==> config.mk <==
export PLATFORM = sky130hd
export DESIGN_NAME = uart_prog_loader_flat
export DESIGN_NICKNAME = d
export VERILOG_FILES = /design/src/rtl/uart_prog_loader_pkg.sv /design/src/rtl/uart_prog_loader_if.sv /design/src/rtl/uart_rx_8n1.sv /design/src/rtl/uart_prog_loader.sv /design/src/flat_wrapper.sv
export SDC_FILE = /design/constraint.sdc
export NUM_CORES = 1
export LEC_CHECK = 0
export ABC_CLOCK_PERIOD_IN_PS = 3500
export CAP_MARGIN = 20
export CELL_PAD_IN_SITES_DETAIL_PLACEMENT = 1
export CELL_PAD_IN_SITES_GLOBAL_PLACEMENT = 1
export CORE_ASPECT_RATIO = 0.75
export CORE_MARGIN = 2
export CORE_UTILIZATION = 43
export DETAILED_ROUTE_END_ITERATION = 10
export GPL_ROUTABILITY_DRIVEN = 0
export PLACE_DENSITY_LB_ADDON = 0.1
export SETUP_SLACK_MARGIN = 0.4
export SYNTH_ARGS = -nofsm -noshare
export SYNTH_HDL_FRONTEND = slang
export SYNTH_SLANG_ARGS = --single-unit
==> constraint.sdc <==
create_clock -name clock -period 3.5 [get_ports clock]
set_input_delay 0.7 -clock clock [delete_from_list [all_inputs] [get_ports clock]]
set_output_delay 0.7 -clock clock [all_outputs]
set_load 0.01 [all_outputs]
==> src/rtl/uart_prog_loader_pkg.sv <==
// rtl/uart_prog_loader_pkg.sv - shared types and constants for the UART program loader
package uart_prog_loader_pkg;

  localparam int         DEFAULT_CLKS_PER_BIT = 87;
  localparam logic [7:0] HEADER_BYTE          = 8'hA5;

  typedef enum logic [2:0] {
    IDLE,
    CNT_LO,
    CNT_HI,
    DATA,
    DONE,
    ERROR
  } load_state_t;

endpackage

==> src/rtl/uart_prog_loader_if.sv <==
// rtl/uart_prog_loader_if.sv - instruction memory write port between loader and memory
interface uart_prog_loader_if #(
  parameter int ADDR_W = 14
);
  import uart_prog_loader_pkg::*;

  logic              prog_wen;
  logic [ADDR_W-1:0] prog_addr;
  logic [31:0]       prog_wdata;

  modport master (output prog_wen, output prog_addr, output prog_wdata);
  modport slave  (input  prog_wen, input  prog_addr, input  prog_wdata);

endinterface

==> src/rtl/uart_rx_8n1.sv <==
// rtl/uart_rx_8n1.sv - 8N1 UART receiver with start-bit glitch rejection
module uart_rx_8n1
  import uart_prog_loader_pkg::*;
#(
  parameter int CLKS_PER_BIT = DEFAULT_CLKS_PER_BIT
) (
  input  logic       clock,
  input  logic       reset,
  input  logic       rx,
  output logic       byte_valid,
  output logic [7:0] byte_data,
  output logic       frame_err
);

  localparam int CW   = $clog2(CLKS_PER_BIT + 1);
  localparam int HALF = CLKS_PER_BIT / 2;

  typedef enum logic [1:0] {RX_IDLE, RX_START, RX_DATA, RX_STOP} rx_state_t;

  rx_state_t     state;
  logic          rx_meta;
  logic          rx_sync;
  logic          rx_prev;
  logic [CW-1:0] cnt;
  logic [2:0]    bit_idx;

  // Two-flop synchronizer; both flops idle high so reset never fakes a start edge.
  always_ff @(posedge clock) begin
    if (reset) begin
      rx_meta <= 1'b1;
      rx_sync <= 1'b1;
    end else begin
      rx_meta <= rx;
      rx_sync <= rx_meta;
    end
  end

  // Bit timing: arm on falling edge, confirm at mid-start, then sample every bit period.
  always_ff @(posedge clock) begin
    if (reset) begin
      state      <= RX_IDLE;
      rx_prev    <= 1'b1;
      cnt        <= '0;
      bit_idx    <= '0;
      byte_data  <= '0;
      byte_valid <= 1'b0;
      frame_err  <= 1'b0;
    end else begin
      rx_prev    <= rx_sync;
      byte_valid <= 1'b0;
      frame_err  <= 1'b0;
      case (state)
        RX_IDLE: begin
          if (rx_prev && !rx_sync) begin
            state <= RX_START;
            cnt   <= '0;
          end
        end
        RX_START: begin
          if (cnt == CW'(HALF - 1)) begin
            cnt     <= '0;
            bit_idx <= '0;
            state   <= rx_sync ? RX_IDLE : RX_DATA;
          end else begin
            cnt <= cnt + CW'(1);
          end
        end
        RX_DATA: begin
          if (cnt == CW'(CLKS_PER_BIT - 1)) begin
            cnt       <= '0;
            byte_data <= {rx_sync, byte_data[7:1]};
            bit_idx   <= bit_idx + 3'd1;
            if (bit_idx == 3'd7) state <= RX_STOP;
          end else begin
            cnt <= cnt + CW'(1);
          end
        end
        default: begin
          if (cnt == CW'(CLKS_PER_BIT - 1)) begin
            cnt   <= '0;
            state <= RX_IDLE;
            if (rx_sync) byte_valid <= 1'b1;
            else         frame_err  <= 1'b1;
          end else begin
            cnt <= cnt + CW'(1);
          end
        end
      endcase
    end
  end

endmodule

==> src/rtl/uart_prog_loader.sv <==
// rtl/uart_prog_loader.sv - UART boot loader writing a framed program image into instruction memory
module uart_prog_loader
  import uart_prog_loader_pkg::*;
#(
  parameter int CLKS_PER_BIT = DEFAULT_CLKS_PER_BIT,
  parameter int ADDR_W       = 14,
  parameter int TIMEOUT_CLKS = 2_000_000
) (
  input  logic               clock,
  input  logic               reset,
  input  logic               rx,
  input  logic               boot_skip,
  uart_prog_loader_if.master prog,
  output logic               cpu_hold,
  output logic               load_done,
  output logic               load_err
);

  localparam int          GAP_W     = $clog2(TIMEOUT_CLKS + 1);
  localparam logic [31:0] MAX_WORDS = 32'd1 << ADDR_W;

  logic              byte_valid;
  logic              frame_err;
  logic [7:0]        byte_data;
  load_state_t       state;
  load_state_t       state_n;
  logic [15:0]       count;
  logic [15:0]       count_full;
  logic [GAP_W-1:0]  gap_cnt;
  logic [1:0]        byte_idx;
  logic [31:0]       word_buf;
  logic              wen_q;
  logic [ADDR_W-1:0] addr_q;
  logic [31:0]       wdata_q;
  logic              active;
  logic              timeout;

  uart_rx_8n1 #(
    .CLKS_PER_BIT(CLKS_PER_BIT)
  ) u_rx (
    .clock      (clock),
    .reset      (reset),
    .rx         (rx),
    .byte_valid (byte_valid),
    .byte_data  (byte_data),
    .frame_err  (frame_err)
  );

  assign prog.prog_wen   = wen_q;
  assign prog.prog_addr  = addr_q;
  assign prog.prog_wdata = wdata_q;

  assign active     = (state == CNT_LO) || (state == CNT_HI) || (state == DATA);
  assign timeout    = active && (gap_cnt == GAP_W'(TIMEOUT_CLKS - 1));
  assign count_full = {byte_data, count[7:0]};

  // Next-state decision; a received byte takes priority over a coincident timeout.
  always_comb begin
    state_n = state;
    if (active && frame_err) begin
      state_n = ERROR;
    end else if (byte_valid) begin
      case (state)
        IDLE, DONE, ERROR: if (byte_data == HEADER_BYTE) state_n = CNT_LO;
        CNT_LO:            state_n = CNT_HI;
        CNT_HI: begin
          if (count_full == 16'd0)                  state_n = DONE;
          else if ({16'd0, count_full} > MAX_WORDS) state_n = ERROR;
          else                                      state_n = DATA;
        end
        default: ;
      endcase
    end else if (timeout) begin
      state_n = ERROR;
    end else if (state == DATA && wen_q && count == 16'd1) begin
      state_n = DONE;
    end
  end

  // Loader state, gap counter, word assembly and registered status outputs.
  always_ff @(posedge clock) begin
    if (reset) begin
      state     <= IDLE;
      count     <= '0;
      gap_cnt   <= '0;
      byte_idx  <= '0;
      word_buf  <= '0;
      wen_q     <= 1'b0;
      addr_q    <= '0;
      wdata_q   <= '0;
      cpu_hold  <= 1'b1;
      load_done <= 1'b0;
      load_err  <= 1'b0;
    end else begin
      state <= state_n;
      wen_q <= 1'b0;

      if (byte_valid || !active) gap_cnt <= '0;
      else if (!timeout)         gap_cnt <= gap_cnt + GAP_W'(1);

      if (byte_valid) begin
        case (state)
          IDLE, DONE, ERROR: begin
            if (byte_data == HEADER_BYTE) begin
              addr_q   <= '0;
              count    <= '0;
              byte_idx <= '0;
            end
          end
          CNT_LO: count[7:0]  <= byte_data;
          CNT_HI: count[15:8] <= byte_data;
          default: begin
            word_buf[{byte_idx, 3'b000} +: 8] <= byte_data;
            byte_idx <= byte_idx + 2'd1;
            if (byte_idx == 2'd3) begin
              wen_q   <= 1'b1;
              wdata_q <= {byte_data, word_buf[23:0]};
            end
          end
        endcase
      end

      // The address advances only after the memory has seen the strobe.
      if (wen_q) begin
        addr_q <= addr_q + ADDR_W'(1);
        count  <= count - 16'd1;
      end

      if (state_n == ERROR) byte_idx <= '0;

      cpu_hold  <= (state_n == IDLE) ? ~boot_skip : (state_n != DONE);
      load_done <= (state_n == DONE);
      load_err  <= (state_n == ERROR);
    end
  end

endmodule
==> src/flat_wrapper.sv <==
// flat-port wrapper written by rule: the top's interface ports become plain ports
module uart_prog_loader_flat import uart_prog_loader_pkg::*;
#(
  parameter int CLKS_PER_BIT = DEFAULT_CLKS_PER_BIT,
  parameter int ADDR_W       = 14,
  parameter int TIMEOUT_CLKS = 2_000_000
)
  (clock, reset, rx, boot_skip, cpu_hold, load_done, load_err, prog_prog_wen, prog_prog_addr, prog_prog_wdata);
  uart_prog_loader_if #(.ADDR_W(ADDR_W)) prog_i ();
  input  logic clock;
  input  logic reset;
  input  logic rx;
  input  logic boot_skip;
  output logic cpu_hold;
  output logic load_done;
  output logic load_err;
  output wire logic [$bits(prog_i.prog_wen)-1:0] prog_prog_wen;
  output wire logic [$bits(prog_i.prog_addr)-1:0] prog_prog_addr;
  output wire logic [$bits(prog_i.prog_wdata)-1:0] prog_prog_wdata;
  assign prog_prog_wen = prog_i.prog_wen;
  assign prog_prog_addr = prog_i.prog_addr;
  assign prog_prog_wdata = prog_i.prog_wdata;
  uart_prog_loader #(.CLKS_PER_BIT(CLKS_PER_BIT), .ADDR_W(ADDR_W), .TIMEOUT_CLKS(TIMEOUT_CLKS)) u_core (.clock(clock), .reset(reset), .rx(rx), .boot_skip(boot_skip), .prog(prog_i), .cpu_hold(cpu_hold), .load_done(load_done), .load_err(load_err));
endmodule
==> results_tabular.tex, run 1 <==
\begin{tabular}{lr}
\hline
Metric & Value \\
\hline
\multicolumn{2}{l}{\textbf{Global route}} \\
\quad Maximum number of pins on one net before global-route repair & 70 \\
\quad Global-route total usage across every layer & 23.8\% \\
\quad Global-route congestion overflow total & 0 \\
\quad Vias in the first global route & 5939 \\
\quad Antenna violations before repair & 0 \\
\quad First-pass GRT wire length & between 20000 and 30000 um \\
\multicolumn{2}{l}{\textbf{Power}} \\
\quad Share of total power in the clock network & 50.3\% \\
\quad Proportion of power drawn by combinational gates & $\sim$3.8\% \\
\quad Sw frac & between 20\% and 30\% \\
\quad Worst vdd ir & 325 uV \\
\quad Flop pwr share & 45.9\% \\
\quad Switching component of the power & 0.790 mW \\
\quad Standby leakage power & 2.68 nW \\
\quad Power Dens Cells & 462 nW/um\^{}2 \\
\quad Internal power summed over all cells & 2.77 mW \\
\multicolumn{2}{l}{\textbf{Route}} \\
\quad Uppermost layer routed & met4 \\
\quad Count of antenna-violating nets left after detailed routing & 0 \\
\quad Number of DRC markers in iteration 0 & 287 \\
\quad Number of search-and-repair iterations in the first detailed-routing pass & 5 \\
\quad Wirelength per Cell & 17.1 um \\
\quad Sum of met2 wire segment lengths after detailed routing & 8280 um \\
\quad Routed via count & 5789 \\
\quad Met3 wire length & roughly 550 um \\
\quad DRC violations left & 0 \\
\quad Routed wire length & 17700 um \\
\quad Routed vias/inst & roughly 5.6 \\
\quad M1 wire length & roughly 8600 um \\
\multicolumn{2}{l}{\textbf{Synth}} \\
\quad Unique cell type count in the Yosys netlist & 56 \\
\quad Post-Syn Area per Cell & 8.15 um\^{}2 \\
\quad Top flip-flop cell by instance count after synthesis & sky130\_fd\_sc\_hd\_\_dfxtp\_1 \\
\quad Post-synthesis instance total & 784 \\
\quad Proportion of synthesized chip area in sequential cells & about 44\% \\
\quad Post-synth net total & 806 \\
\quad Netlist Area Pre-Place & 6390 um\^{}2 \\
\quad Yosys warnings & 0 \\
\quad Proportion of register bits with asynchronous set or reset after synthesis & 0\% \\
\quad Post-synthesis register bit count & 141 \\
\quad Number of enable flip-flop cells after synthesis & 0 \\
\multicolumn{2}{l}{\textbf{CTS}} \\
\quad Clock H-tree levels & 4 \\
\quad Number of buffers inserted by hold repair at cts & 0 \\
\quad Clock network latency to the later pin of the worst-skew pair & approximately 0.43 ns \\
\quad TritonCTS buffer count & 17 \\
\quad Post-CTS resize count & 0 \\
\quad Clock tree from TritonCTS & yes \\
\quad Clock sink count & 141 \\
\quad Clock tree root driver cell & sky130\_fd\_sc\_hd\_\_clkbuf\_16 \\
\quad Largest buffer count on any clock path & 2 \\
\quad Post-CTS setup-driven buffer insertion count & 0 \\
\quad Clock-pin slew of the registers on the worst-case setup and hold paths & 0.06 ns \\
\multicolumn{2}{l}{\textbf{Timing}} \\
\quad Max Slew Vio Count & 0 \\
\quad Final Critical Period & 2.75 ns \\
\quad Transition time at the pin with the least slew margin & just under 1 ns \\
\quad Final setup violating endpoints & 0 \\
\quad Total count of hold-check failures in the final report & 0 \\
\quad Maximum clock frequency & 363 MHz \\
\quad Unrepaired setup endpoints after global routing & no \\
\quad Worst-case clock skew & 0.0103 ns \\
\quad Relative slew margins & 33.7\% \\
\quad Accumulated negative setup slack & 0 ns \\
\quad Post-route fraction of the period consumed by the critical path & slightly below 80\% \\
\quad Worst hold margin & 0.415 ns \\
\multicolumn{2}{l}{\textbf{Worst setup path}} \\
\quad Worst Path Required & 3.81 ns \\
\quad Worst reg2reg path depth & 6 \\
\quad Setup slack on the worst flop-to-flop path & 0.75 ns \\
\quad Type of element launching the critical path & register \\
\quad Capturing point of the worst reg2reg path & u\_core.cpu\_hold \\
\quad Beginning of the worst register-to-register path & u\_core.count[2] \\
\quad Crit. Startpoint & u\_core.count[2] \\
\quad CP arrival & 3.07 ns \\
\quad Kind of end point of the critical path & register \\
\quad Category of the most critical setup path & reg -> reg \\
\quad Crit path capture & u\_core.cpu\_hold \\
\quad Largest fanout of any net on the critical path & 8 \\
\multicolumn{2}{l}{\textbf{Placement}} \\
\quad Cell Count Post-Placement & 1005 \\
\quad HPWL after detailed placement & around 12000 um \\
\quad Post-place instance area & 7110 um\^{}2 \\
\quad Input/output buffers & 53 \\
\multicolumn{2}{l}{\textbf{Worst hold path}} \\
\quad Worst Hold Depth & 1 \\
\quad Hold Path Origin & u\_core.u\_rx.rx\_meta \\
\quad Class of the tightest hold or removal check & reg -> reg \\
\multicolumn{2}{l}{\textbf{Floorplanning}} \\
\quad Die footprint & 15900 um\^{}2 \\
\quad Number of cell rows & 38 \\
\quad Starting density of the core & around 44\% \\
\quad Die height & 110 um \\
\quad Die Span X & 145 um \\
\quad Placeable Area & 14500 um\^{}2 \\
\quad I/O Pins & 54 \\
\multicolumn{2}{l}{\textbf{Layout}} \\
\quad Layout Nets & roughly 850 \\
\quad Antenna cell count & 0 \\
\quad Final design instance area without fill & approximately 7700 um\^{}2 \\
\quad Share of post-route cells with drive strength above 1 & a little over 7\% \\
\quad Number of standard cells in the final layout excluding fillers & 1038 \\
\quad Synthesis-to-layout area growth & 20.5\% \\
\multicolumn{2}{l}{\textbf{Status}} \\
\quad Outcome & complete, no violations \\
\multicolumn{2}{l}{\textbf{Flow run}} \\
\quad Count of maximum capacitance violations & 0 \\
\hline
\end{tabular}
worst min path at each step:
stage	end	slack (ns)
2_1_floorplan	u_core.u_rx.rx_sync	0.39
3_3_place_gp	u_core.u_rx.rx_sync	0.40
6_report	u_core.u_rx.rx_sync	0.41
5_1_grt	u_core.u_rx.rx_sync	0.44
3_5_place_dp	u_core.u_rx.rx_sync	0.40
4_1_cts	u_core.u_rx.rx_sync	0.42
placed cells by master (no fill, tap or decap), types with 6 or more instances in the layout:
master | Yosys | layout
sky130_fd_sc_hd__a21oi_1 | 80 | 80
sky130_fd_sc_hd__a22oi_1 | 12 | 12
sky130_fd_sc_hd__and2_1 | 12 | 12
sky130_fd_sc_hd__and3_1 | 12 | 12
sky130_fd_sc_hd__buf_4 | 0 | 13
sky130_fd_sc_hd__clkbuf_16 | 0 | 17
sky130_fd_sc_hd__clkdlybuf4s50_1 | 0 | 52
sky130_fd_sc_hd__dfxtp_1 | 141 | 141
sky130_fd_sc_hd__ha_1 | 18 | 18
sky130_fd_sc_hd__inv_1 | 17 | 17
sky130_fd_sc_hd__mux2i_1 | 14 | 14
sky130_fd_sc_hd__nand2_1 | 125 | 125
sky130_fd_sc_hd__nand2b_1 | 6 | 6
sky130_fd_sc_hd__nand3_1 | 46 | 46
sky130_fd_sc_hd__nand4_1 | 12 | 12
sky130_fd_sc_hd__nor2_1 | 82 | 82
sky130_fd_sc_hd__nor3_1 | 21 | 21
sky130_fd_sc_hd__nor3b_1 | 7 | 7
sky130_fd_sc_hd__nor4_1 | 7 | 7
sky130_fd_sc_hd__o21ai_0 | 15 | 15
sky130_fd_sc_hd__or2_2 | 6 | 6
sky130_fd_sc_hd__or4_1 | 8 | 8
sky130_fd_sc_hd__xnor2_1 | 13 | 13
sky130_fd_sc_hd__xor2_1 | 17 | 17
metrics by stage:
step           power (mW)  worst slack, ns  utilization [%]
6_report             3.56            0.747             53.1
5_1_grt              3.68            0.606             53.1
4_1_cts              3.59            0.755             53.1
3_5_place_dp         1.80            0.781             49.0
3_3_place_gp         1.79            0.892             49.0
2_1_floorplan        1.77             1.06                -
synthesized netlist by cell type, types with 13 or more instances:
cell type | instances | area (um^2)
sky130_fd_sc_hd__dfxtp_1 | 141 | 2820
sky130_fd_sc_hd__a21oi_1 | 80 | 400
sky130_fd_sc_hd__nor2_1 | 82 | 308
sky130_fd_sc_hd__clkbuf_1 | 43 | 161
sky130_fd_sc_hd__nand2_1 | 125 | 469
sky130_fd_sc_hd__nor3_1 | 21 | 105
sky130_fd_sc_hd__mux2i_1 | 14 | 140
sky130_fd_sc_hd__nand3_1 | 46 | 230
sky130_fd_sc_hd__o21ai_0 | 15 | 75.1
sky130_fd_sc_hd__xor2_1 | 17 | 149
sky130_fd_sc_hd__xnor2_1 | 13 | 114
sky130_fd_sc_hd__inv_1 | 17 | 63.8
sky130_fd_sc_hd__ha_1 | 18 | 225
cells by family after synthesis:
group / after synthesis / synth area share, %
muxes: 16 / 2.54
and+or+nand+nor: 369 / 27.8
AOI/OAI and AO/OA: 148 / 14.2
xor gates and xnor gates: 30 / 4.11
adders and majority gates: 18 / 3.52
DFF: 141 / 44.2
buffers and inverters: 62 / 3.66
layer usage:
| layer | vias to the layer above | track usage (%) |
|---|---|---|
| li1 | 2806 | - |
| met1 | 2864 | 31.5 |
| met2 | 94 | 38.9 |
| met3 | 25 | 5.05 |
| met4 | 0 | 7.84 |
| met5 | - | 0 |
registers in the layout, summed over array words and instances (netlist names):
signal                  count
u_core.u_rx.bit_idx         3
u_core.byte_idx             2
u_core.load_err             1
u_core.load_done            1
u_core.state                3
u_core.u_rx.state           2
u_core.word_buf            24
u_core.u_rx.rx_meta         1
u_core.u_rx.byte_valid      1
u_core.u_rx.cnt             7
u_core.u_rx.frame_err       1
u_core.gap_cnt             21
u_core.u_rx.byte_data       8
u_core.cpu_hold             1
u_core.count               16
u_core.prog.prog_addr      14
u_core.u_rx.rx_prev         1
u_core.u_rx.rx_sync         1
u_core.prog.prog_wdata     32
u_core.prog.prog_wen        1
power groups by stage:
stage / Combinational [mW] / Clock, mW / Sequential (mW)
2_1_floorplan: 0.100 / 0 / 1.67
3_3_place_gp: 0.126 / 0 / 1.67
3_5_place_dp: 0.134 / 0 / 1.67
4_1_cts: 0.135 / 1.82 / 1.63
5_1_grt: 0.154 / 1.89 / 1.64
6_report: 0.134 / 1.79 / 1.63
worst max-delay path: stages, from the launching register on:
cell and delay, ns:
sky130_fd_sc_hd__dfxtp_1 0.37, sky130_fd_sc_hd__or4_1 0.72, sky130_fd_sc_hd__or4_4 0.58, sky130_fd_sc_hd__o21a_1 0.23, sky130_fd_sc_hd__o41ai_4 0.44, sky130_fd_sc_hd__nand2b_1 0.14, sky130_fd_sc_hd__nand3b_4 0.17
final cells by class:
cell class | count | area [um^2]
fill | 1729 | 6800
multi-input combinational | 581 | 3340
tap | 200 | 250
clock buffer | 21 | 470
timing repair buffer | 67 | 646
inverter | 17 | 63.8
clock inverter | 11 | 116
sequential | 141 | 2820
Note: power is estimated with default switching activity, not from simulation.
==> run 2, diff against run 1 <==
--- a/config.mk
+++ b/config.mk
@@ -5,13 +5,13 @@
 export SDC_FILE = /design/constraint.sdc
 export NUM_CORES = 1
 export LEC_CHECK = 0
-export ABC_CLOCK_PERIOD_IN_PS = 3500
+export ABC_CLOCK_PERIOD_IN_PS = 2510
 export CAP_MARGIN = 20
 export CELL_PAD_IN_SITES_DETAIL_PLACEMENT = 1
 export CELL_PAD_IN_SITES_GLOBAL_PLACEMENT = 1
 export CORE_ASPECT_RATIO = 0.75
 export CORE_MARGIN = 2
-export CORE_UTILIZATION = 43
+export CORE_UTILIZATION = 39
 export DETAILED_ROUTE_END_ITERATION = 10
 export GPL_ROUTABILITY_DRIVEN = 0
 export PLACE_DENSITY_LB_ADDON = 0.1
==> constraint.sdc (replaced) <==
create_clock -name clock -period 2.51 [get_ports clock]
set_input_delay 0.502 -clock clock [delete_from_list [all_inputs] [get_ports clock]]
set_output_delay 0.502 -clock clock [all_outputs]
set_load 0.01 [all_outputs]
==> results_tabular.tex, run 2 (same netlist as run 1, synthesis figures left out) <==
\begin{tabular}{lr}
\hline
Metric & Value \\
\hline
\multicolumn{2}{l}{\textbf{Power}} \\
\quad Proportion of power drawn by combinational gates & 4.1\% (+0.3 points) \\
\quad Worst vdd ir & 389 uV (+20\%) \\
\quad Power Dens Cells & 614 nW/um\^{}2 (+33\%) \\
\quad Switching component of the power & 1.24 mW (+57\%) \\
\quad Sw frac & 24.4\% (+2.2 points) \\
\quad Standby leakage power & 2.91 nW (+8.6\%) \\
\quad Flop pwr share & 44.9\% (-1.0 points) \\
\quad Internal power summed over all cells & 3.83 mW (+38\%) \\
\quad Share of total power in the clock network & 51.0\% (+0.7 points) \\
\multicolumn{2}{l}{\textbf{Layout}} \\
\quad Antenna cell count & 0 (unchanged) \\
\quad Flip-flop count of the largest register, all copies and words added & 32 (unchanged) \\
\quad Synthesis-to-layout area growth & 29.1\% \\
\quad Layout Nets & 881 (+4.0\%) \\
\quad Most frequent standard cell in the layout excluding fill and tap cells & sky130\_fd\_sc\_hd\_\_dfxtp\_1 \\
\quad Final design instance area without fill & 8260 um\^{}2 (+7.1\%) \\
\quad Commonest cells after routing, fill and taps aside & sky130\_fd\_sc\_hd\_\_dfxtp\_1, sky130\_fd\_sc\_hd\_\_nand2\_1, sky130\_fd\_sc\_hd\_\_nor2\_1 \\
\quad Share of post-route cells with drive strength above 1 & 16.3\% (+9.0 points) \\
\quad Finished Core Util & 51.5\% (-1.6 points) \\
\multicolumn{2}{l}{\textbf{Route}} \\
\quad Routed wire length & 18900 um (+6.8\%) \\
\quad DRC violations left & 0 (unchanged) \\
\quad Number of search-and-repair iterations in the first detailed-routing pass & 6 (+1) \\
\quad Number of DRC markers in iteration 0 & 277 (-3.5\%) \\
\quad Count of antenna-violating nets left after detailed routing & 0 (unchanged) \\
\quad Routed vias/inst & 5.51 (-1.2\%) \\
\quad Wirelength per Cell & 17.5 um (+2.4\%) \\
\quad Routed via count & 5960 (+3.0\%) \\
\multicolumn{2}{l}{\textbf{Floorplanning}} \\
\quad Starting density of the core & 39.9\% (-4.2 points) \\
\quad Number of cell rows & 40 (+5.3\%) \\
\quad Placeable Area & 16000 um\^{}2 (+10\%) \\
\quad I/O Pins & 54 (unchanged) \\
\quad Die Span X & 152 um (+4.9\%) \\
\quad Die height & 115 um (+4.8\%) \\
\quad Die footprint & 17400 um\^{}2 (+9.9\%) \\
\multicolumn{2}{l}{\textbf{Status}} \\
\quad Outcome & complete, no violations \\
\multicolumn{2}{l}{\textbf{Worst setup path}} \\
\quad Largest fanout of any net on the critical path & 4 (-4) \\
\quad Beginning of the worst register-to-register path & u\_core.count[1] \\
\quad Type of element launching the critical path & register \\
\quad CP arrival & 2.73 ns (-0.34 ns) \\
\quad Capturing point of the worst reg2reg path & u\_core.byte\_idx[1] \\
\quad Worst reg2reg path depth & 8 (+2) \\
\quad Worst Path Required & 2.83 ns (-0.98 ns) \\
\quad Cell with the most instances on the worst path & sky130\_fd\_sc\_hd\_\_o21a\_1 \\
\quad Crit. Startpoint & u\_core.count[1] \\
\quad Category of the most critical setup path & reg -> reg \\
\quad Cell breakdown of the critical path & inv\_2 -> ha\_4 -> or4b\_4 -> or4\_4 -> a32oi\_2 -> o211ai\_1 -> o21a\_1 -> o21a\_1 \\
\quad Setup slack on the worst flop-to-flop path & 0.1 ns (-0.65 ns) \\
\quad Kind of end point of the critical path & register \\
\quad Max stage delay cell, worst path & sky130\_fd\_sc\_hd\_\_or4b\_4 \\
\quad CP peak stage delay & 0.45 ns (-0.27 ns) \\
\multicolumn{2}{l}{\textbf{CTS}} \\
\quad Clock tree from TritonCTS & yes \\
\quad TritonCTS buffer count & 17 (unchanged) \\
\quad Clock tree root driver cell & sky130\_fd\_sc\_hd\_\_clkbuf\_16 \\
\quad Clock network latency to the later pin of the worst-skew pair & 0.43 ns (about the same) \\
\quad Largest buffer count on any clock path & 2 (unchanged) \\
\quad Clock-pin slew of the registers on the worst-case setup and hold paths & 0.07 ns (about the same) \\
\quad Clock H-tree levels & 4 (unchanged) \\
\quad Clock sink count & 141 (unchanged) \\
\multicolumn{2}{l}{\textbf{Global route}} \\
\quad Met1 global-route usage & 28.9\% (-2.6 points) \\
\quad Antenna violations before repair & 0 (unchanged) \\
\quad Maximum number of pins on one net before global-route repair & 92 (+31\%) \\
\quad Global-route congestion overflow total & 0 (unchanged) \\
\quad First-pass GRT wire length & 31100 um (+4.7\%) \\
\quad Vias in the first global route & 6242 (+5.1\%) \\
\quad Global-route track usage on met2 & 36.1\% (-2.9 points) \\
\quad Global-route layer with the greatest usage & met2 \\
\quad Global-route total usage across every layer & 21.8\% (-2.0 points) \\
\quad Met3 demand-to-capacity share in global routing & 5.28\% (+0.22 points) \\
\multicolumn{2}{l}{\textbf{Placement}} \\
\quad Input/output buffers & 53 (unchanged) \\
\quad Pre-CTS setup slack & 0.0155 ns (-0.766 ns) \\
\quad Post-place instance area & 7290 um\^{}2 (+2.6\%) \\
\quad HPWL after detailed placement & 12600 um (+3.6\%) \\
\multicolumn{2}{l}{\textbf{Timing}} \\
\quad Final Critical Period & 2.41 ns (-0.339 ns) \\
\quad Final setup violating endpoints & 0 (unchanged) \\
\quad Setup ws final & 0.0956 ns (-0.651 ns) \\
\quad Accumulated negative setup slack & 0 ns (unchanged) \\
\quad Relative slew margins & 47.7\% (+14 points) \\
\quad Post-route fraction of the period consumed by the critical path & 96.2\% (+18 points) \\
\quad Worst-case clock skew & 0.0102 ns (-0.000101 ns) \\
\quad Total count of hold-check failures in the final report & 0 (unchanged) \\
\quad Unrepaired setup endpoints after global routing & yes \\
\quad Transition time at the pin with the least slew margin & 0.776 ns (-0.217 ns) \\
\quad Max Slew Vio Count & 0 (unchanged) \\
\quad Maximum clock frequency & 414 MHz (+14\%) \\
\multicolumn{2}{l}{\textbf{Flow run}} \\
\quad Count of maximum capacitance violations & 0 (unchanged) \\
\multicolumn{2}{l}{\textbf{Worst hold path}} \\
\quad Class of the tightest hold or removal check & reg -> reg \\
\quad Worst hold path endpoint & u\_core.u\_rx.rx\_sync \\
\quad Worst Hold Depth & 1 (unchanged) \\
\quad Hold Path Origin & u\_core.u\_rx.rx\_meta \\
\hline
\end{tabular}
## run 2: cell types whose count changed in the layout (fill, tap and decap cells not counted), moves of 4 or more
cell / delta
sky130_fd_sc_hd__buf_4: +32
sky130_fd_sc_hd__clkinv_2: -5
sky130_fd_sc_hd__dfxtp_1: -10
sky130_fd_sc_hd__dfxtp_2: +8
sky130_fd_sc_hd__inv_6: +4
sky130_fd_sc_hd__nor4_1: -4
sky130_fd_sc_hd__or4_1: -6
sky130_fd_sc_hd__or4_4: +6
## run 2: layout make-up
class	count	area [um^2]
fillers	1865	7760
multi-input cells	581	3560
flip-flops and latches	141	2840
repair buffers	101	921
clock buffers	17	425
well taps	210	263
clock inverters	15	178
inverters	17	66.3
## run 2: critical path, delay by kind of cell, from the launching register on
kind | cells | cell delay (ns)
fa+ha+maj | 1 | 0.14
flops | 1 | 0.33
simple gates | 2 | 0.89
buf+inv | 1 | 0.08
compound gates | 4 | 0.86
## run 2: how the worst max path moves through the flow
stage                         end  slack, ns  cells after the start
2_1_floorplan  u_core.byte_idx[0]       0.22                      8
3_3_place_gp   u_core.byte_idx[1]        0.1                      8
3_5_place_dp   u_core.byte_idx[1]       0.02                      8
4_1_cts        u_core.byte_idx[1]       0.11                      8
5_1_grt        u_core.byte_idx[1]       0.06                      8
6_report       u_core.byte_idx[1]        0.1                      8
## run 2: repair_timing
item	in CTS	in global routing
setup buffers	7	9
pin swaps	13	20
setup endpoints to repair	21	48
resized for setup	26	30
hold buffers	0	0
## run 2: stage by stage
| stage | instances | hold WS (ns) | power [mW] |
|---|---|---|---|
| final | 1082 | 0.418 | 5.07 |
| after global routing | 1082 | 0.435 | 5.26 |
| after CTS | 1073 | 0.410 | 5.11 |
| after detailed placement | 1034 | 0.412 | 2.52 |
| after global placement | 1034 | 0.398 | 2.50 |
| after floorplan | 784 | 0.389 | 2.46 |
## run 2: power by group through the flow
| stage | logic, mW | clock network (mW) | registers [mW] |
|---|---|---|---|
| 3_3_place_gp | 0.178 | 0 | 2.33 |
| 4_1_cts | 0.195 | 2.64 | 2.28 |
| 3_5_place_dp | 0.190 | 0 | 2.33 |
| 5_1_grt | 0.239 | 2.74 | 2.28 |
| 6_report | 0.209 | 2.58 | 2.28 |
| 2_1_floorplan | 0.140 | 0 | 2.32 |
## run 2: layer usage
layer / vias to the layer above / share of wire, %
met5: - / 0
met4: 0 / 1.2
met3: 20 / 4.2
met2: 130 / 47
met1: 2937 / 48
li1: 2873 / -
==> run 3, diff against run 2 <==
--- a/config.mk
+++ b/config.mk
@@ -12,6 +12,7 @@
 export CORE_ASPECT_RATIO = 0.75
 export CORE_MARGIN = 2
 export CORE_UTILIZATION = 39
+export CTS_BUF_LIST = sky130_fd_sc_hd__clkbuf_16
 export DETAILED_ROUTE_END_ITERATION = 10
 export GPL_ROUTABILITY_DRIVEN = 0
 export PLACE_DENSITY_LB_ADDON = 0.1
==> results of run 3 <==
No change in the layout: final DEF, timing and power equal those of run 2.
==> patch 1 (config.mk and constraints of run 1) <==
Register the output `load_err` once more, with the module's reset; this adds one clock of latency there. The other outputs are not delayed to match.
--- a/src/rtl/uart_prog_loader.sv
+++ b/src/rtl/uart_prog_loader.sv
@@ -20,2 +20,4 @@
   localparam logic [31:0] MAX_WORDS = 32'd1 << ADDR_W;
+
+  logic load_err_s0;
 
@@ -92,3 +94,3 @@
       load_done <= 1'b0;
-      load_err  <= 1'b0;
+      load_err_s0 <= 1'b0;
     end else begin
@@ -132,3 +134,11 @@
       load_done <= (state_n == DONE);
-      load_err  <= (state_n == ERROR);
+      load_err_s0 <= (state_n == ERROR);
+    end
+  end
+
+  always_ff @(posedge clock) begin
+    if (reset) begin
+      load_err <= '0;
+    end else begin
+      load_err <= load_err_s0;
     end
Behaviour: same outputs for any inputs over 10 cycles, from zero or initial values and one cycle with reset high; that may be too few to reach the edited logic, so the function may still have changed.
==> patch 1 against run 1 <==
Combinational power decreased by 3%; utilization decreased by 0.52 points; routed wire length decreased by 1.4%; area after synthesis increased by 1.8%; worst setup slack improved by 0.087 ns; final area is the same; total power up 0.78%; die area grew 1.8%; fmax up 3.3%; sequential cell count up 1; largest power group unchanged.
==> patch 1: results (changes against run 1) <==
stage	metric	value	unit	change
critical_path	CP max stage delay	0.62	ns	-0.10 ns
critical_path	CP delay by family, top	compound AO/OA/AOI/OAI gates		
power	P_int	2.76	mW	about the same
synth	Yosys cell types	72		+29%
place	Placed Area	7110	sq um	about the same
routing	Detailed Routing Iterations Pass 1	4		-1
routing	met1 WL	8750	um	+1.3%
power	PnR Total Power	3.58	mW	+0.78%
global_routing	GR Util met3	0.0467		-0.00383
routing	mean number of vias per cell	5.56		-0.30%
power	power share of the clock group	0.505		+0.002
power	VDD IR-drop max	414	uV	+27%
global_routing	total gr overflow	0		unchanged
synth	fraction of registers with async set/reset	0		unchanged
global_routing	GR Util met2	0.346		-0.0436
routing	routed wire length	17500	um	-1.4%
clocking	Clock Tree Root	clkbuf_16		
critical_path	CP max FO	6		-2
synth	post-synthesis adder-cell area fraction	0.0346		-0.000630
synth	cells after synthesis	801		+2.2%
finish	Nets	857		+1.2%
critical_path	Worst path slowest cell	nor4_1		
clocking	CTS Buffer Depth	2		unchanged
run	Max-Cap Viols	0		unchanged
synth	xor/xnor share of the synthesized area	0.0402		-0.000927
run_status	outcome	completed		
synth	Area contributors post-synth	dfxtp_1, nand2_1, a21oi_1		
routing	DRT iter0 DRCs	363		+26%
routing	DRC viols	0		unchanged
place	DP Cell Count	1016		+1.1%
routing	post-route ant nets	0		unchanged
routing	via count	5827		+0.66%
finish	layout cells sized above 1	0.0767		+0.00386
synth	mux share of post-synthesis cell area	0.00961		-0.0158
global_routing	GR Layer Usage met1	0.318		+0.00254
place	Setup WS pre-CTS	0.909	ns	+0.127 ns
synth	YS warnings	0		unchanged
global_routing	GRT Util Overall	0.223		-0.0151
sta	worst slew pin tran	0.899	ns	-0.0938 ns
synth	post-synthesis compound-gate area fraction	0.154		+0.0121
synth	Syn Nets	823		+2.1%
routing	met3 wire len	664	um	+22%
routing	met2 WL	7900	um	-4.6%
clocking	clock slew at reported path FFs	0.06	ns	about the same
power	Leak Pwr	2.49	nW	-7.0%
global_routing	first-pass GRT wire length	29600	um	-0.23%
synth	Seq/Total Area, Yosys	0.437		-0.00482
synth	Commonest cells post-synth	dfxtp_1, nand2_1, a21oi_1		
clocking	number of buffers created by CTS	17		unchanged
global_routing	pin count of the biggest net entering global routing	84		+20%
place	DP HPWL	11900	um	-2.7%
critical_path	Worst Path Arrival	2.95	ns	-0.12 ns
power	seq pwr	1.64	mW	
sta	final setup skew	0.0129	ns	+0.00255 ns
place	PortBufs	53		unchanged
-- patch 1: layout make-up --
class / count / area, sq um
clock buffers: 19 / 453
clock inverters: 13 / 138
fillers: 1788 / 6940
inverters: 20 / 75.1
multi-input cells: 594 / 3370
flip-flops and latches: 142 / 2840
well taps: 200 / 250
repair buffers: 60 / 581
-- patch 1: worst paths after layout --
path / startpoint / to / slack, ns / cells after the start
max: u_core.count[2] / u_core.cpu_hold / 0.83 / 6
min: u_core.u_rx.rx_meta / u_core.u_rx.rx_sync / 0.42 / 1
max reg2reg: u_core.count[2] / u_core.cpu_hold / 0.83 / 6
min reg2reg: u_core.u_rx.rx_meta / u_core.u_rx.rx_sync / 0.42 / 1
-- patch 1: worst register-to-register path: stages, from the launching register on --
cell	delay, ns
dfxtp_1	0.35
nor4_1	0.62
nand4_1	0.18
a2111oi_0	0.62
a31oi_1	0.22
a211oi_1	0.38
o21ai_0	0.16
==> patch 2 (flow settings as in run 1) <==
Made on the original files. `TIMEOUT_CLKS` is set to 2_000_000 in 2 places; all go to 8_000_000.
--- a/src/rtl/uart_prog_loader.sv
+++ b/src/rtl/uart_prog_loader.sv
@@ -6,3 +6,3 @@
   parameter int ADDR_W       = 14,
-  parameter int TIMEOUT_CLKS = 2_000_000
+  parameter int TIMEOUT_CLKS = 8_000_000
 ) (
--- a/src/flat_wrapper.sv
+++ b/src/flat_wrapper.sv
@@ -5,3 +5,3 @@
   parameter int ADDR_W       = 14,
-  parameter int TIMEOUT_CLKS = 2_000_000
+  parameter int TIMEOUT_CLKS = 8_000_000
 )
Formal check against the unedited RTL: no difference found for any inputs over 10 cycles, from zero or initial values and one cycle with reset high; that may be too few to reach the edited logic, so the function may still have changed.
==> patch 2 against run 1 <==
Worst setup slack gained 0.31 ns; largest power group unchanged; highest routed layer unchanged; routed wire length shrank 0.48%; final area grew 0.75%; first-iteration DRC count grew 3.1%; total power grew 2.4%; sequential cell count grew 2; utilization shrank 0.12 points; via count grew 0.38%; area after synthesis grew 1.7%.
==> patch 2: results (changes against run 1) <==
stage	metric	value	unit	change
place	DP Cell Count	1021		+1.6%
global_routing	GR Util met2	0.370		-0.0194
finish	filler instances	1795		+3.8%
finish	final instance area	7760	sq um	+0.75%
routing	met1 WL	8350	um	-3.3%
synth	Mapped Avg Cell Area	8.08	sq um	-0.95%
global_routing	first-pass GRT wire length	29800	um	+0.30%
critical_path	Reg-to-Reg End	u_core.load_err		
routing	via count	5811		+0.38%
place	Setup WS pre-CTS	1.10	ns	+0.315 ns
routing	met3 wire len	755	um	+38%
finish	Nets	862		+1.8%
synth	Seq/Total Area, Yosys	0.440		-0.00123
global_routing	GR Util met3	0.0488		-0.00176
routing	DRT iter0 DRCs	296		+3.1%
critical_path	CP max FO	11		+3
finish	multi-input gates	593		+2.1%
global_routing	pin count of the biggest net entering global routing	61		-13%
synth	Syn Nets	827		+2.6%
run_status	outcome	completed		
critical_path	Reg-to-Reg Start	u_core.u_rx.byte_data[7]		
finish	Non-clock buffers, area share	0.0767		-0.00707
synth	post-synthesis compound-gate area fraction	0.153		+0.0115
power	Leak Pwr	2.68	nW	+0.26%
global_routing	vias in the first global route	5914		-0.42%
sta	Slew Limit Headroom	0.360		+0.0227
power	Logic power comb	0.140	mW	+4%
finish	Multi-input gate area	3370	sq um	+1.1%
finish	clk tree area frac	0.0769		+0.000725
global_routing	GRT Util Overall	0.225		-0.0132
synth	Area contributors post-synth	dfxtp_1, nand2_1, a21oi_1		
synth	Commonest cells post-synth	dfxtp_1, nand2_1, nor2_1		
synth	Yosys cell types	60		+7.1%
==> patch 2: cell count changes after synthesis, moves of 4 or more <==
cell	change
or4_1	-6
nand2b_1	-4
nor3_1	-5
o21ai_0	+5
inv_1	+6
nand3_1	+9
nor2_1	+5
nor3b_1	-7
a31oi_1	+9
a22oi_1	-8
==> patch 2: how the worst max path moves through the flow <==
stage	startpoint	end	slack [ns]	depth (start not counted)
finish	u_core.u_rx.byte_data[7]	u_core.load_err	1.06	6
global route	u_core.u_rx.byte_valid	u_core.prog.prog_wdata[4]	0.89	6
CTS	u_core.u_rx.byte_data[7]	u_core.load_err	1.06	6
detailed placement	u_core.u_rx.byte_data[7]	u_core.load_err	1.10	6
global placement	u_core.state[1]	u_core.byte_idx[0]	1.14	7
floorplan	u_core.u_rx.byte_data[5]	u_core.cpu_hold	1.34	7
==> patch 2: critical path, cell delays in order (launching register included) <==
cell	delay, ns
dfxtp_1	0.49
or4_1	0.60
nor4_2	0.39
mux2_1	0.37
o21ai_1	0.14
o21a_1	0.22
and3b_1	0.18
